[src/rtl/fetch_unit.sv]
// Sequential-PC fetch stage: credit-limited imem requests, in-order response
// queue toward the decoder, redirect flush with stale-response dropping.
module fetch_unit #(
  parameter int              XLEN     = 32,
  parameter logic [XLEN-1:0] RESET_PC = 32'h0000_0000,
  parameter int              DEPTH    = 4
) (
  input  logic            clk,
  input  logic            rst_n,
  output logic            o_imem_req_valid,
  output logic [XLEN-1:0] o_imem_req_addr,
  input  logic            i_imem_req_ready,
  input  logic            i_imem_rsp_valid,
  input  logic [XLEN-1:0] i_imem_rsp_data,
  input  logic            i_redirect_valid,
  input  logic [XLEN-1:0] i_redirect_pc,
  output logic            o_valid,
  output logic [XLEN-1:0] o_instr,
  output logic [XLEN-1:0] o_pc,
  input  logic            i_ready
);

  localparam int CW = $clog2(DEPTH + 1);
  localparam int PW = $clog2(DEPTH);
  localparam logic [CW:0] DEPTH_W = (CW + 1)'(DEPTH);

  logic            run_q;
  logic [XLEN-1:0] pc_q, pc_d;
  logic [XLEN-1:0] rpc_q, rpc_d;
  logic [CW-1:0]   out_q, out_d;
  logic [CW-1:0]   drop_q, drop_d;
  logic [CW-1:0]   cnt_q, cnt_d;
  logic [PW-1:0]   rd_q, rd_d;
  logic [PW-1:0]   wr_q, wr_d;
  logic [XLEN-1:0] ins_mem [DEPTH];
  logic [XLEN-1:0] pcs_mem [DEPTH];

  logic            credit;
  logic            req_fire;
  logic            rsp_fire;
  logic            keep;
  logic            deq;
  logic [XLEN-1:0] tgt;

  assign tgt      = i_redirect_pc & ~XLEN'(3);
  assign credit   = ({1'b0, out_q} + {1'b0, cnt_q}) < DEPTH_W;

  // run_q holds requests off while reset is asserted.
  assign o_imem_req_valid = run_q && !i_redirect_valid && credit;
  assign o_imem_req_addr  = pc_q;

  assign req_fire = o_imem_req_valid && i_imem_req_ready;
  assign rsp_fire = i_imem_rsp_valid;
  assign keep     = rsp_fire && (drop_q == '0) && !i_redirect_valid;

  assign o_valid  = (cnt_q != '0) && !i_redirect_valid;
  assign o_instr  = ins_mem[rd_q];
  assign o_pc     = pcs_mem[rd_q];
  assign deq      = o_valid && i_ready;

  always_comb begin
    pc_d   = pc_q;
    rpc_d  = rpc_q;
    drop_d = drop_q;
    cnt_d  = cnt_q;
    rd_d   = rd_q;
    wr_d   = wr_q;
    out_d  = out_q + CW'(req_fire) - CW'(rsp_fire);
    if (i_redirect_valid) begin
      pc_d   = tgt;
      rpc_d  = tgt;
      // Every in-flight request is stale, including ones already marked.
      drop_d = out_q - CW'(rsp_fire);
      cnt_d  = '0;
      rd_d   = '0;
      wr_d   = '0;
    end else begin
      if (req_fire)
        pc_d = pc_q + XLEN'(4);
      if (rsp_fire && (drop_q != '0))
        drop_d = drop_q - CW'(1);
      if (keep) begin
        rpc_d = rpc_q + XLEN'(4);
        wr_d  = wr_q + PW'(1);
      end
      if (deq)
        rd_d = rd_q + PW'(1);
      cnt_d = cnt_q + CW'(keep) - CW'(deq);
    end
  end

  always_ff @(posedge clk or negedge rst_n) begin
    if (!rst_n) begin
      run_q  <= 1'b0;
      pc_q   <= RESET_PC;
      rpc_q  <= RESET_PC;
      out_q  <= '0;
      drop_q <= '0;
      cnt_q  <= '0;
      rd_q   <= '0;
      wr_q   <= '0;
    end else begin
      run_q  <= 1'b1;
      pc_q   <= pc_d;
      rpc_q  <= rpc_d;
      out_q  <= out_d;
      drop_q <= drop_d;
      cnt_q  <= cnt_d;
      rd_q   <= rd_d;
      wr_q   <= wr_d;
    end
  end

  always_ff @(posedge clk) begin
    if (keep) begin
      ins_mem[wr_q] <= i_imem_rsp_data;
      pcs_mem[wr_q] <= rpc_q;
    end
  end

endmodule
[config.mk]
export PLATFORM = sky130hd
export DESIGN_NAME = fetch_unit
export DESIGN_NICKNAME = d
export VERILOG_FILES = /design/src/rtl/fetch_unit.sv
export SDC_FILE = /design/constraint.sdc
export NUM_CORES = 1
export LEC_CHECK = 0
export CAP_MARGIN = 40
export CORE_MARGIN = 5
export CORE_UTILIZATION = 33
export CTS_CLUSTER_DIAMETER = 40
export CTS_CLUSTER_SIZE = 10
export DETAILED_ROUTE_END_ITERATION = 8
export PLACE_DENSITY = 0.51
export SETUP_SLACK_MARGIN = 0.5
export SLEW_MARGIN = 25
export SYNTH_ARGS = -nofsm -noshare
export SYNTH_HDL_FRONTEND = slang
export SYNTH_SLANG_ARGS = --single-unit
[constraint.sdc]
create_clock -name clk -period 4.6 [get_ports clk]
set_clock_uncertainty 0.2 [all_clocks]
set_input_delay 1.38 -clock clk [delete_from_list [all_inputs] [get_ports clk]]
set_output_delay 1.38 -clock clk [all_outputs]
set_load 0.01 [all_outputs]
# [Yosys cells after proc, flatten, opt, wreduce, memory -nomap -nowiden]
# Memory sizes are Yosys's and may differ from the RTL's.
# Cells that the tools add are included.
[classes] add_sub_neg=11 multipliers=0 div_mod_pow=0 magnitude_cmp=1 eq_ne=0 n_shift=0 n_mux=13 bitwise=0 reduce_logical=16
[op_table] op="$mux W32" n=4
[op_table] op="$add A32 B3 Y32 const B" n=2
[op_table] op="$mux W3" n=3
[op_table] op="$sub A3 B1 Y3" n=3
[op_table] op="$logic_and A1 B1 Y1" n=8
[op_table] op="$mux W2" n=4
[op_table] op="$reduce_bool A2 Y1" n=4
[op_table] op="$add A3 B1 Y3" n=2
[op_table] op="$reduce_bool A3 Y1" n=2
[op_table] op="$add A2 B1 Y2 const B" n=2
[op_table] op="$add A3 B3 Y4" n=1
[op_table] op="$lt A4 B3 Y1 const B" n=1
[op_table] op="$logic_not A3 Y1" n=1
[op_table] op="$sub A3 B1 Y3 const B" n=1
[op_table] op="$mux W1" n=2
[op_table] op="$logic_not A1 Y1" n=1
[word_totals] reg_bits=78 latch_bits=0 ram_bits=256 romBits=0 inputBits=70 output_inout_bits=98 word_cells=51 mem_count=2
[mem_list] name="ins_mem" words=4 width=32 rd=1 rd_ports_with_merged_regs=0 wr=1 line="35" text="logic [XLEN-1:0] ins_mem [DEPTH];"
[mem_list] name="pcs_mem" words=4 width=32 rd=1 rd_ports_with_merged_regs=0 wr=1 line="36" text="logic [XLEN-1:0] pcs_mem [DEPTH];"

# [Depth between registers and ports, before layout]
[logic_depth] ltp_word=6 mapped_depth=11

# [Worst setup path after synthesis]
# Ideal clock, no wire load.
[synth_path] kind="input -> register" start="input i_redirect_valid" end="memory ins_mem[0][0], enable pin" arrival_time_ps=3425 required_time_ps=3973 slack_ps=548 path_stages=4 path_buffers=2 path_cell_list="buf_2 > clkbuf_1 > nor2_1 > and2_1"
[synth_via] elab_chain_len=4
[synth_rtl] element="start, declared" line="15" text="input logic i_redirect_valid,"
[synth_rtl] element="$logic_not A1 Y1" line="54" text="assign keep = rsp_fire && (drop_q == '0) && !i_redirect_valid;"
[synth_rtl] element="$logic_and A1 B1 Y1" line="54"
[synth_rtl] element="$mux W1" line="115" text="if (keep) begin"
[synth_rtl] element="$mux W1 (not written as such)" line="116" text="ins_mem[wr_q] <= i_imem_rsp_data;"
[synth_rtl] element="end, declared" line="35"
# Every way passes these cells.

# [Final worst setup path]
[layout_path] start="register rd_q[0]" end="output o_pc[14]"
[layout_via] elab_chain_len=1
[layout_rtl] element="start, declared" line="33" text="logic [PW-1:0] rd_q, rd_d;"
[layout_rtl] element="start signal, assigned" line="109" text="rd_q <= rd_d;"
[layout_rtl] element="$mem_v2 Z4 W32"
[layout_rtl] element="end, declared" line="19" text="output logic [XLEN-1:0] o_pc,"
# Every way passes these cells.

==> summary.md <==
| Metric | Value |
|---|---|
| First-pass GRT wire length | `about 48000 um` |
| Area leader, netlist | `edfxtp_1` |
| Synth Cell Area | `13300 um2` |
| Crit path max-delay family | `buffers and inverters` |
| Drt wl/cell | `19.6 um` |
| Hold WS | `around 0.34 ns` |
| Area contributors post-synth | `edfxtp_1 56%, dfrtp_1 14%, mux4_2 11%, xor2_1 2.2%, nand2_1 1.6%` |
| Crit Path Category | `flop to output pin` |
| RSZ-0062 raised after global routing | `yes` |
| Total track usage | `0.139` |
| Core ar. | `39800 um2` |
| Clock Tree Buf Depth | `3` |
| GPL Wtd Cong | `0.781` |
| Post-synthesis to final-layout area growth | `31.1%` |
| Max-cap violations | `0` |
| Post-synth EDFFs | `248` |
| Slew Viols, Final | `0` |
| WHS Path Cells | `1` |
| Drc violations | `0` |
| Buffers and inverters on the worst path | `3` |
| DIE WIDTH | `about 210 um` |
| Num Clock Sinks | `322` |
| Outcome | `complete, no violations` |
| Dpl hpwl | `20100 um` |
| Worst hold endpoint | `out_q[2]` |
| Core Util, Final | `0.437` |
| Max Freq | `250 MHz` |
| Final worst slack | `around 0.61 ns` |
| Via density | `4.92` |
| WP data arrival | `2.41 ns` |
| CTS tree | `built` |
| Die Area | `44400 um2` |
| Antenna diode count | `0` |
| Synth async-reset ratio | `0.230` |
| Die height | `211 um` |
| Crit start category | `flop` |
| Total CTS buffers | `50` |
| Most frequent cells in the layout | `248 x edfxtp_1, 156 x clkdlybuf4s50_1, 72 x dfrtp_1, 62 x mux4_2, 55 x nand2_1` |
| Share of post-route cells with drive strength above 1 | `0.185` |
| Clock transition at path regs | `0.05 ns` |
| IO Port Bufs | `about 160` |
| Tcrit/Tclk final | `0.868` |
| Largest net degree at the start of global routing | `70` |
| Reg2reg path depth | `10` |
| Antenna violations before repair | `0` |
| Setup crit end kind | `output pin` |
| Remaining Overflow, GRT | `0` |
| Rows | `between 70 and 80` |
| Worst reg2reg path endpoint | `out_q[2]` |
| VDD IR max | `around 0.22 mV` |
| Worst R2R Start | `out_q[2]` |
| Hold Path Class | `flop to flop` |
| Root buffer cell | `clkbuf_16` |
| Drt first pass iters | `4` |
| Avg Synthesized Cell Area | `16.7 um2` |
| Via count | `roughly 7700` |
| Synth warn | `0` |
| # IOs | `168` |
| Yosys top cell area share | `0.561` |
| Setup TNS | `0 ns` |
| CTS H-tree lvls | `2` |
| Final hold vios | `0` |
| Routed wire length | `30700 um` |
| Dominant synthesized flop cell | `edfxtp_1` |
| Max incr delay on CP | `0.55 ns` |
| Number of DRC markers in iteration 0 | `367` |
| #FFs+latches synth | `322` |
| P_leak | `0.00602 uW` |
| Power Density | `520 nW/um2` |
| Number of antenna-violating nets in the routed design | `0` |
| Initial core utilization | `0.334` |
| Least-Margin Pin Slew | `0.714 ns` |
| Critical path required time | `3.02 ns` |
| Post-Synthesis Cells | `797` |
| R2r setup slk | `1.76 ns` |
| Worst path slowest cell | `clkdlybuf4s50_1` |
| Final net count | `1090` |
| Setup Viol. Count Final | `0` |
| Slew headroom | `0.524` |
| Post-place setup slack | `roughly 0.53 ns` |
| Vias in the first global route | `8140` |
| CP Max Fanout | `6` |
| Hold_buf cts | `0` |
| Post-synth cell types | `56` |
| Minimum clock period after layout | `3.99 ns` |
| Commonest non-fill, non-tap cell in the layout | `edfxtp_1` |
| Seq/Total Area, Yosys | `0.700` |
| Worst path cell trace | `buf_4 > buf_12 > mux4_2 > clkdlybuf4s50_1` |
| Hold_sp | `out_q[2]` |
| Later-pin clock latency in the skew report | `between 0.5 and 0.6 ns` |
==> where the power goes <==
part | leakage, uW | total [uW] | internal (uW) | switching (uW)
combinational | 0.00209 | 1850 | 1040 | 814
sequential | 0.00313 | 3530 | 3340 | 189
clock | 0.000797 | 3680 | 2390 | 1300
total | 0.00602 | 9060 | 6760 | 2300
==> layout make-up <==
class / count / area, um2
inverters: 16 / 60.1
multi-input cells: 420 / 3740
well taps: 525 / 657
fillers: 3634 / 22400
flip-flops and latches: 322 / 9300
repair buffers: 192 / 1990
clock buffers: 64 / 1380
clock inverters: 25 / 282
==> routing by layer <==
layer  GRT usage  up-vias  wire [um]
li1            -     3532          -
met1       0.198     3905      14100
met2       0.212      206      14100
met3      0.0394       52       1850
met4      0.0364        0        609
met5           0        -          0
==> timing repair <==
action / 4_1_cts / 5_1_grt
setup buffers: 6 / 0
setup endpoints to repair: 49 / 5
cloned: 0 / 0
resized for setup: 0 / 4
pin swaps: 0 / 0
==> logic make-up after synthesis <==
family	share of synthesized area
compound gates	0.0415
xor+xnor	0.0290
fa+ha+maj	0.0181
buf+inv	0.0203
flops	0.700
mux	0.110
other cells	0.000565
simple gates	0.0805
==> worst max path at each step <==
stage                       end              from  depth (start not counted)  slack (ns)
5_1_grt             o_instr[25]           rd_q[0]                          3        0.49
3_3_place_gp   o_imem_req_valid  i_redirect_valid                          4        0.51
3_5_place_dp   o_imem_req_valid  i_redirect_valid                          4        0.53
4_1_cts                 o_pc[2]           rd_q[0]                          3        0.51
2_1_floorplan     ins_mem[0][0]  i_redirect_valid                          4        0.55
6_report               o_pc[14]           rd_q[0]                          4        0.61
==> synth_stat cells (9+ instances only) <==
cell type	n
o21ai_0	37
and3_1	11
ha_1	16
xor2_1	33
edfxtp_1	248
nand3_1	28
nand2_1	55
dfrtp_1	74
inv_1	15
o211ai_1	10
clkbuf_1	15
nand4_1	26
a21oi_1	9
xnor2_1	11
mux4_2	62
nor2_1	26
and2_1	9
buf_2	16
==> flip-flops by register name, indices dropped and copies added (netlist names) <==
register and count:
pcs_mem 120, run_q 1, out_q 3, ins_mem 128, wr_q 2, cnt_q 3
o_imem_req_addr 30, drop_q 3, rpc_q 30, rd_q 2
==> metrics by stage <==
| stage | total power, uW | cells | cell area (um2) |
|---|---|---|---|
| CTS | 9230 | 1564 | 17400 |
| global placement | 5410 | 1468 | 15700 |
| floorplan | 4530 | 800 | 13300 |
| global route | 9510 | 1564 | 17400 |
| detailed placement | 5420 | 1469 | 15700 |
| finish | 9060 | 1564 | 17400 |
(Power assumes the default switching activity.)
